### config.mk
export PLATFORM = sky130hd
export DESIGN_NAME = rr_arb_mux
export DESIGN_NICKNAME = d
export VERILOG_FILES = /design/src/rtl/rr_arb_mux.sv
export SDC_FILE = /design/constraint.sdc
export NUM_CORES = 1
export LEC_CHECK = 0
export BUFFER_PORTS_ARGS = -buffer_cell sky130_fd_sc_hd__buf_2
export CORE_MARGIN = 4
export CORE_UTILIZATION = 40
export CTS_CLUSTER_DIAMETER = 80
export DETAILED_ROUTE_END_ITERATION = 10
export GPL_TIMING_DRIVEN = 0
export PLACE_DENSITY_LB_ADDON = 0.3
export SETUP_SLACK_MARGIN = 0.4
export SLEW_MARGIN = 15
export SYNTH_ARGS = -nofsm -noshare
export SYNTH_HDL_FRONTEND = slang
export SYNTH_SLANG_ARGS = --single-unit
### constraint.sdc
create_clock -name clk -period 1.84 [get_ports clk]
set_input_delay 0.092 -clock clk [delete_from_list [all_inputs] [get_ports clk]]
set_output_delay 0.092 -clock clk [all_outputs]
set_load 0.01 [all_outputs]
### src/rtl/rr_arb_mux.sv
// N-to-1 registered multiplexer with valid/ready handshakes and a built-in
// round-robin (ARB_MODE=0) or fixed-priority (ARB_MODE=1) arbiter.
module rr_arb_mux #(
   parameter int NUM_IN     = 4,
   parameter int DATA_WIDTH = 32,
   parameter int SEL_WIDTH  = (NUM_IN > 1) ? $clog2(NUM_IN) : 1,
   parameter int ARB_MODE   = 0
) (
   input  logic                         clk,
   input  logic                         rst_n,
   input  logic [NUM_IN-1:0]            in_valid,
   input  logic [NUM_IN*DATA_WIDTH-1:0] in_data,
   output logic [NUM_IN-1:0]            in_ready,
   output logic                         out_valid,
   output logic [DATA_WIDTH-1:0]        out_data,
   output logic [SEL_WIDTH-1:0]         out_sel,
   input  logic                         out_ready
);

   logic                  load_en;
   logic [SEL_WIDTH-1:0]  ptr;
   logic [SEL_WIDTH-1:0]  win_idx;
   logic                  win_found;
   logic [DATA_WIDTH-1:0] win_data;

   assign load_en = !out_valid || out_ready;

   // Loops run from the least preferred candidate to the most preferred so the
   // last matching write is the winner; the round-robin wrap is a subtract, not a mask.
   always_comb begin
      int cand;
      win_idx   = '0;
      win_found = 1'b0;
      cand      = 0;
      if (ARB_MODE == 1) begin
         for (int i = NUM_IN - 1; i >= 0; i--) begin
            if (in_valid[i]) begin
               win_idx   = SEL_WIDTH'(i);
               win_found = 1'b1;
            end
         end
      end else begin
         for (int off = NUM_IN; off >= 1; off--) begin
            cand = int'(ptr) + off;
            if (cand >= NUM_IN) begin
               cand = cand - NUM_IN;
            end
            if (in_valid[cand]) begin
               win_idx   = SEL_WIDTH'(cand);
               win_found = 1'b1;
            end
         end
      end
   end

   always_comb begin
      in_ready = '0;
      win_data = '0;
      for (int i = 0; i < NUM_IN; i++) begin
         if (win_idx == SEL_WIDTH'(i)) begin
            win_data    = in_data[i*DATA_WIDTH +: DATA_WIDTH];
            in_ready[i] = load_en && win_found;
         end
      end
   end

   // Pointer starts at NUM_IN-1 so channel 0 is preferred on the first grant.
   always_ff @(posedge clk or negedge rst_n) begin
      if (!rst_n) begin
         out_valid <= 1'b0;
         out_data  <= '0;
         out_sel   <= '0;
         ptr       <= SEL_WIDTH'(NUM_IN - 1);
      end else if (load_en) begin
         if (win_found) begin
            out_valid <= 1'b1;
            out_data  <= win_data;
            out_sel   <= win_idx;
            ptr       <= win_idx;
         end else begin
            out_valid <= 1'b0;
         end
      end
   end

endmodule
### Yosys cells after proc, flatten, opt, wreduce, memory -nomap -nowiden

Cells that the tools add are included.

* flip-flop bits (word level): 37
* bits of input ports: 135
* output and inout bits: 39
* word-level logic and storage cells: 61

* add/subtract/negate cells: 8
* order comparisons: 8
* equality and inequality tests: 3
* mux-type cells: 33
* reduce and logical (&&, ||, !) cells: 5

Operators by type and width (number)
* 32-bit two-way mux: 8
* 32-bit by 4-bit less-than comparator with 1-bit output, second input constant: 4
* 1-bit two-way mux: 17
* 3-bit by 3-bit subtractor with 4-bit output, second input constant: 3
* 3-bit >= comparator, second input constant: 3
* 1-bit binary-select mux with 2-bit select: 4
* 2-bit two-way mux: 4
* 2-bit by 2-bit adder with 3-bit output, second input constant: 2
* 4-bit by 3-bit subtractor with 5-bit output, second input constant: 1
* 2-bit by 3-bit adder with 4-bit output, second input constant: 1
* 2-bit == test, second input constant: 2
* 4-bit by 3-bit >= comparator with 1-bit output, second input constant: 1
* 2-bit by 1-bit adder with 3-bit output, second input constant: 1
* 2-bit by 1-bit == test with 1-bit output, second input constant: 1
* 2-bit zero test: 1
* 2-bit AND reduction: 1
* 1-bit logical AND: 1
* 1-bit zero test: 1
* 1-bit logical OR: 1

### Logic depth before layout (Yosys ltp)

Gate-level depths: netlist of run 1.

* depth after elaboration: 15
* gate-level depth with buffers: 8
* gate-level depth less buffers: 5

### Worst setup path after synthesis of run 1

Ideal clock, no wire load.

* path kind: reg-to-reg
* start: register ptr[0]
* end: register out_data[10]
* setup time: 138 ps
* arrival: 1477 ps
* required time: 1702 ps
* slack: 225 ps
* cell stages (with the launch flop): 9
* clock period less this slack: 1615 ps
* cells stage by stage: dfstp_2 nor2b_2 o21ai_1 o311ai_1 buf_4 buf_6 buf_8 mux2i_1 o221ai_1

* word-level cells in the longest chain between the ends: 15
* elaborated cells between the ends (all ways): 45
* classes of those cells: add/sub: 8; order compare: 4; eq/ne: 3; mux: 28; reduce/logical: 2

RTL lines
* start, declared: RTL line 21 `logic [SEL_WIDTH-1:0] ptr;`
* start signal, assigned: RTL line 73 `ptr <= SEL_WIDTH'(NUM_IN - 1);`
* start signal, assigned: RTL line 79 `ptr <= win_idx;`
* 2-bit by 3-bit adder with 4-bit output: RTL line 44 `cand = int'(ptr) + off;`
* 4-bit by 3-bit subtractor with 5-bit output / 4-bit by 3-bit >= comparator with 1-bit output (equally long branches): RTL line 46, 45
* 32-bit two-way mux: RTL line 45 `if (cand >= NUM_IN) begin`
* 1-bit binary-select mux with 2-bit select: RTL line 48 `if (in_valid[cand]) begin`
* 1-bit two-way mux (implied by the code) (2 in series): RTL line 48
* 2-bit two-way mux (4 in series): RTL line 48
* 2-bit zero test: RTL line 60 `if (win_idx == SEL_WIDTH'(i)) begin`
* 32-bit two-way mux (4 in series): RTL line 60
* end signal, assigned: RTL line 77 `out_data <= win_data;`
* end, declared: RTL line 15 `output logic [DATA_WIDTH-1:0] out_data,`

Several ways; a longest one is shown, not always the timed one. The select of a mux whose other input is x is not followed.
A chain may end at the register's enable or synchronous reset.

### Worst setup path in the final report of run 1

* start: register ptr[0]
* end: output in_ready[3]

* word-level cells in the longest chain between the ends: 12
* elaborated cells between the ends (all ways): 39
* classes of those cells: add/sub: 8; order compare: 4; eq/ne: 1; mux: 25; reduce/logical: 1

RTL lines
* 2-bit by 3-bit adder with 4-bit output: RTL line 44
* 4-bit by 3-bit subtractor with 5-bit output / 4-bit by 3-bit >= comparator with 1-bit output (equally long branches): RTL line 46, 45
* 32-bit two-way mux: RTL line 45
* 1-bit binary-select mux with 2-bit select: RTL line 48
* 1-bit two-way mux (implied by the code) (2 in series): RTL line 48
* 2-bit two-way mux / 1-bit two-way mux (equally long branches) (4 in series): RTL line 48
* 2-bit == test / 1-bit logical AND (equally long branches): RTL line 60, 62
* 1-bit two-way mux *: RTL line 60
* end, declared: RTL line 13 `output logic [NUM_IN-1:0] in_ready,`

Every way passes the cells marked *; elsewhere a longest branch is shown, timed or not. The select of a mux whose other input is x is not followed.

==> metrics.csv, run 1 <==
stage,metric,value,unit
outcome,outcome,"complete, but fails checks",
outcome,failing checks,negative setup slack,
die,I/O pins,174,
setup_path,Critical Path Max Stage Delay,0.58,ns
setup_path,Slowest cell on crit path,dfstp_2,
power,Pwr Density,973,nW/um^2
sta,Least-Margin Pin Slew,0.821,ns
sta,Slew HR,45.2,%
setup_path,CP required,1.75,ns
drt,"antenna viol nets, final",0,
setup_path,"Cell Chain, Critical Path",nor2b_4 > o21ai_2 > o311ai_2 > buf_4 > buf_8 > and3_4 > buf_6,
place,"worst slack, placed",-0.00799,ns
clock_tree,Num Clock Sinks,37,
setup_path,endpoint class of the critical path,output port,
die,starting density of the core,41.1,%
synthesis,Mapped Nets,352,
final_layout,P&R area growth vs syn,72.0,%
clock_tree,CTS tree,built,
sta,fin crit period,1.86,ns
min_path,Hold/Removal Path Class,input pin to flop,
place,Buffers on Ports,173,
drt,# DRC,0,
sta,f_max,537,MHz
synthesis,largest area contributor in the netlist,dfrtp_1,
clock_tree,Clock Latency Late Sink,0.29,ns
drt,DR vias/cell,5.16,
global_routing,Total GRT Usage,21.4,%
global_routing,largest net degree at the start of global routing,38,
final_layout,filler cell count,428,
clock_tree,Clock transition at path regs,0.08,ns
synthesis,Mapped Cells,217,
synthesis,Yosys reg bits,37,
global_routing,initial antenna violation count,0,
sta,pins over their slew limit,0,
drt,final wirelength,8.23,mm
die,Die W,83.2,um
synthesis,Mapped Avg Cell Area,10.4,um^2
die,number of core rows,27,
drt,1st-iter DRT viols,98,
synthesis,warnings from Yosys,0,
die,die height,83.2,um
setup_path,crit path DAT,1.77,ns
final_layout,NumNets Final,551,
place,GPL Wtd Cong,0.809,
clock_tree,H-tree levels,2,
drt,DRT Pass-1 Iters,4,
sta,fin crit share,101,%
sta,Hold Slack,0.0648,ns
die,die area,6920,um^2
sta,Final Skew,0.00526,ns
final_layout,Layout Cells excl Fill,489,
setup_path,critical path type,flop to output port,
synthesis,post-synthesis sequential area ratio,41.1,%
die,Core Area,5510,um^2
job,max-cap violations,0,
place,HPWL after detailed placement,5.73,mm
clock_tree,cts bufs inserted,5,
setup_path,crit path launch type,flop,
final_layout,share of layout cells above drive strength 1,63.1,%
sta,Hold Fails Final Rpt,0,
drt,DR vias,2524,
sta,Final setup violation count,2,
clock_tree,clk root buf,clkbuf_8,
clock_tree,CTS max path bufs,2,
setup_path,worst-path fanout max,8,
drt,wire per inst,16.8,um
place,dpl cells,462,
synthesis,Synth top area share,38.7,%
synthesis,netlist area before placement,2260,um^2
final_layout,Diodes inserted,0,
global_routing,vias in the first global route,2613,
power,Pleak,0.00200,uW
synthesis,library cells used by synthesis,23,
global_routing,grt ovf,0,
sta,Final WS setup,-0.0220,ns
global_routing,first-pass GRT wire length,12.3,mm
sta,RSZ-0062 raised after global routing,true,
power,VDD IR max,0.439,mV
synthesis,ranking of synthesized cells by area,"dfrtp_1 39%, mux2i_1 28%, o221ai_1 12%",
power,Pwr Total,3790,uW
[placed cells by master (no fill, tap or decap), types with 6 or more instances in the layout]
master      n
buf_6       8
mux2i_2    14
buf_2     175
mux2i_4     6
nor2_1      6
mux2i_1    44
dfrtp_1    35
buf_4      14
o221ai_1   23
nand2_1    35
o221ai_2    9
clkbuf_8    7
buf_12      6
[cell type report]
type | instances | area (um^2) | area share, %
Buffer | 19 | 228 | 5.86
Clock buffer | 7 | 96.3 | 2.48
Clock inverter | 1 | 5.00 | 0.129
Inverter | 2 | 7.51 | 0.193
Multi-Input combinational cell | 159 | 1460 | 37.4
Sequential cell | 37 | 928 | 23.9
Tap cell | 72 | 90.1 | 2.32
Timing Repair Buffer | 192 | 1080 | 27.7
[what timing repair did]
item / in CTS / in global routing
setup buffers: 11 / 5
hold endpoints to repair: 35 / 0
cloned: 1 / 1
pin swaps: 21 / 10
endpoints found under the setup margin: 40 / 40
gates resized for setup: 40 / 49
hold buffers: 1 / 0
[where the power goes]
group	switching, uW	total [uW]	internal (uW)
combinational	917	1970	1050
sequential	127	1170	1050
clock	303	642	339
[path summary, 6_finish.rpt]
path	startpoint	endpoint	slack, ns	cells after the start
setup / recovery	ptr[0]$_DFFE_PN1N_	in_ready[3]	-0.02	7
hold / removal	out_ready	out_valid$_DFFE_PN0P_	0.06	4
setup reg to reg	ptr[0]$_DFFE_PN1N_	out_data[4]$_DFFE_PN0N_	0.01	8
hold reg to reg	out_data[10]$_DFFE_PN0N_	out_data[10]$_DFFE_PN0N_	0.49	2
max in group asynchronous	rst_n	out_data[8]$_DFFE_PN0N_	0.89	2
min in group asynchronous	rst_n	out_data[20]$_DFFE_PN0N_	0.43	2
[cells in the mapped netlist, drive strengths merged]
cell type and number:
nor2b 5, nand2b 1, o221ai 32, nor2 10
a21oi 1, dfstp 2, o311ai 1, nor4 1
mux2i 64, o21ai 4, clkbuf 2, a21o 1
dfrtp 35, nand2 37, and3 1, inv 2
buf 17, a211oi 1
[state kept, by name, summed over array words and instances, names as in the netlist]
register	count
out_data	32
ptr	2
out_valid	1
out_sel	2
[worst max-delay path, delay by kind of cell (launching register included)]
family | cells | cell delay [ns]
flops | 1 | 0.58
buf+inv | 3 | 0.43
compound gates | 2 | 0.26
simple gates | 2 | 0.21
[metal layers]
layer | routed length, um | share of wire [%] | GRT usage [%]
met5 | 0 | 0 | 0
met4 | 80 | 0.97 | 5.65
met3 | 596 | 7.2 | 6.75
met2 | 4430 | 54 | 39.1
met1 | 3120 | 38 | 23.9
[metrics by stage]
step	instance area, um^2	util, %	TNS [ns]
after global routing	3890	70.6	-1.35
after CTS	3610	65.6	0
after global placement	3220	58.5	0
after detailed placement	3220	58.5	-0.00799
final	3890	70.6	-0.0307
after floorplan	2260	-	0
[logic make-up after synthesis]
logic type	share of synthesized area, %
AO/OA/AOI/OAI	14.8
buffers and inverters	5.70
flip-flops	41.1
multiplexers	28.3
AND/OR/NAND/NOR	10.1
Power figures use the tool's default switching activity.
==> inputs of run 2 (changes only) <==
--- a/config.mk
+++ b/config.mk
@@ -14,5 +14,4 @@
 export PLACE_DENSITY_LB_ADDON = 0.3
 export SETUP_SLACK_MARGIN = 0.4
-export SLEW_MARGIN = 15
 export SYNTH_ARGS = -nofsm -noshare
 export SYNTH_HDL_FRONTEND = slang
==> constraint.sdc (replaced) <==
create_clock -name clk -period 1.84 [get_ports clk]
set_input_delay 0.184 -clock clk [delete_from_list [all_inputs] [get_ports clk]]
set_output_delay 0.184 -clock clk [all_outputs]
set_load 0.01 [all_outputs]
==> run 2 against run 1 <==
Effect of this change: the flow finishes with violations (negative hold slack, negative setup slack); hold slack got worse by 0.076 ns; clock power decreased by 9.8%; maximum frequency is 5.8% lower.
==> metrics.csv, run 2 (same netlist as run 1, synthesis figures left out) <==
stage,metric,value,unit,change
drt,final wirelength,7.93,mm,-3.6%
sta,Final WS setup,-0.136,ns,-0.114 ns
clock_tree,Clock transition at path regs,0.07,ns,about the same
global_routing,Total GRT Usage,20.9,%,-0.50 points
die,Core Area,5510,um^2,unchanged
sta,Least-Margin Pin Slew,0.822,ns,+0.000914 ns
job,max-cap violations,0,,unchanged
setup_path,CP required,1.66,ns,-0.09 ns
power,Pwr Density,972,nW/um^2,-0.14%
final_layout,Top Registers,"out_data x32, out_sel x2, ptr x2",,
drt,DR vias/cell,5.09,,-1.4%
sta,fin crit share,107,%,+6.2 points
sta,Slew HR,45.2,%,-0.061 points
clock_tree,clk root buf,clkbuf_8,,
setup_path,crit path DAT,1.79,ns,+0.02 ns
sta,f_max,506,MHz,-5.8%
power,Pleak,0.00206,uW,+3.1%
sta,Hold Fails Final Rpt,26,,+26
power,VDD IR max,0.461,mV,+4.9%
clock_tree,Clock Latency Late Sink,0.29,ns,about the same
sta,pins over their slew limit,0,,unchanged
sta,Hold Slack,-0.0111,ns,-0.0759 ns
drt,DR vias,2513,,-0.44%
die,die height,83.2,um,unchanged
drt,# DRC,0,,unchanged
drt,DRT Pass-1 Iters,4,,unchanged
final_layout,largest register by flop count,out_data,,
global_routing,first-pass GRT wire length,11.9,mm,-2.6%
sta,Final setup violation count,34,,+32
setup_path,critical path type,flop to output port,,
global_routing,largest net degree at the start of global routing,38,,unchanged
place,GPL Wtd Cong,0.812,,+0.42%
clock_tree,H-tree levels,2,,unchanged
final_layout,Diodes inserted,0,,unchanged
global_routing,vias in the first global route,2558,,-2.1%
die,I/O pins,174,,unchanged
final_layout,P&R area growth vs syn,71.6,%,
die,die area,6920,um^2,unchanged
final_layout,NumNets Final,556,,+0.91%
clock_tree,cts bufs inserted,5,,unchanged
sta,RSZ-0062 raised after global routing,true,,
setup_path,endpoint class of the critical path,output port,,
final_layout,final core utilization,70.4,%,-0.18 points
min_path,Hold/Removal Path Class,input pin to async pin,,
final_layout,"commonest non-fill, non-tap cells in the layout","174 x buf_2, 59 x mux2i_1, 35 x nand2_1, 35 x dfrtp_1, 29 x o221ai_1",,
outcome,outcome,"complete, but fails checks",,
final_layout,"commonest non-fill, non-tap cell in the layout",buf_2,,
place,HPWL after detailed placement,5.64,mm,-1.7%
drt,"antenna viol nets, final",0,,unchanged
setup_path,crit path launch type,flop,,
clock_tree,"Hold-fix buffers, CTS",0,,-1
die,Die W,83.2,um,unchanged
clock_tree,CTS tree,built,,
place,"worst slack, placed",-0.00345,ns,+0.00454 ns
die,starting density of the core,41.1,%,unchanged
die,number of core rows,27,,unchanged
setup_path,worst-path fanout max,7,,-1
clock_tree,CTS max path bufs,2,,unchanged
global_routing,grt ovf,0,,unchanged
sta,fin crit period,1.98,ns,+0.114 ns
final_layout,max reg flops,32,,unchanged
global_routing,initial antenna violation count,0,,unchanged
clock_tree,Num Clock Sinks,37,,unchanged
outcome,failing checks,"negative hold slack, negative setup slack",,
final_layout,share of layout cells above drive strength 1,57.8,%,-5.2 points
drt,1st-iter DRT viols,44,,-55%
drt,wire per inst,16.1,um,-4.6%
sta,Final Skew,0.00690,ns,+0.00164 ns
place,Buffers on Ports,173,,unchanged
## run 2: changes by cell type in the layout (fill, tap and decap cells not counted), moves of 4 or more
| cell | before | now |
|---|---|---|
| o221ai_1 | 23 | 29 |
| buf_6 | 8 | 12 |
| o221ai_2 | 9 | 3 |
| mux2i_1 | 44 | 59 |
| mux2i_2 | 14 | 2 |
## run 2: timing repair
item	4_1_cts	5_1_grt
buffers inserted	11	8
gates cloned	1	4
endpoints found under the hold margin	0	0
gates resized for setup	28	35
pin swaps	13	17
setup endpoints to repair	40	40
## run 2: area by class of cell
type	count	area (um^2)
tap	72	90.1
inverter	2	7.51
multi-input combinational	159	1320
timing repair buffer	197	1210
buffer	19	233
clock buffer	8	90.1
sequential	37	928
fill	424	1630
## run 2: through the flow
| step | power (uW) | hold WS, ns | TNS (ns) | area, um^2 | cells |
|---|---|---|---|---|---|
| final | 3770 | -0.0111 | -2.77 | 3880 | 494 |
| after global routing | 3990 | 0.0432 | -7.12 | 3880 | 494 |
| after CTS | 3450 | 0.0187 | -0.249 | 3560 | 482 |
| after floorplan | 2070 | -0.112 | 0 | 2290 | 217 |
| after detailed placement | 2640 | 0.325 | -0.00345 | 3250 | 462 |
| after global placement | 2600 | 0.318 | 0 | 3250 | 462 |
## run 2: power by group
group	switching [uW]	leakage, uW	total (uW)	internal [uW]
Combinational	905	0.00157	2020	1120
Sequential	123	0.000446	1170	1050
Clock	274	0.0000455	579	305
Total	1300	0.00206	3770	2470
## run 2: final timing paths
kind / from / end / slack (ns) / cells past startpoint
min in group clk: out_ready / out_valid$_DFFE_PN0P_ / 0.17 / 4
hold / removal: rst_n / out_data[16]$_DFFE_PN0N_ / -0.01 / 1
setup reg to reg: ptr[0]$_DFFE_PN1N_ / out_data[31]$_DFFE_PN0N_ / -0.13 / 9
hold reg to reg: out_data[29]$_DFFE_PN0N_ / out_data[29]$_DFFE_PN0N_ / 0.48 / 2
setup / recovery: ptr[0]$_DFFE_PN1N_ / in_ready[3] / -0.14 / 7
max in group asynchronous: rst_n / out_data[5]$_DFFE_PN0N_ / 1.33 / 1
## run 2: critical path, cell delays in order, from the launching register on
cell and delay, ns:
dfstp_2 0.57, nor2b_2 0.06, o21ai_1 0.15, o311ai_1 0.13, buf_4 0.18, buf_8 0.14
and3_1 0.13, buf_2 0.13
## run 2: per-layer routing
metal	up-vias	global-route usage (%)	wire (um)
li1	1219	-	-
met1	1175	24.4	3100
met2	110	37.0	4120
met3	9	6.45	640
met4	0	5.79	71
met5	-	0	0
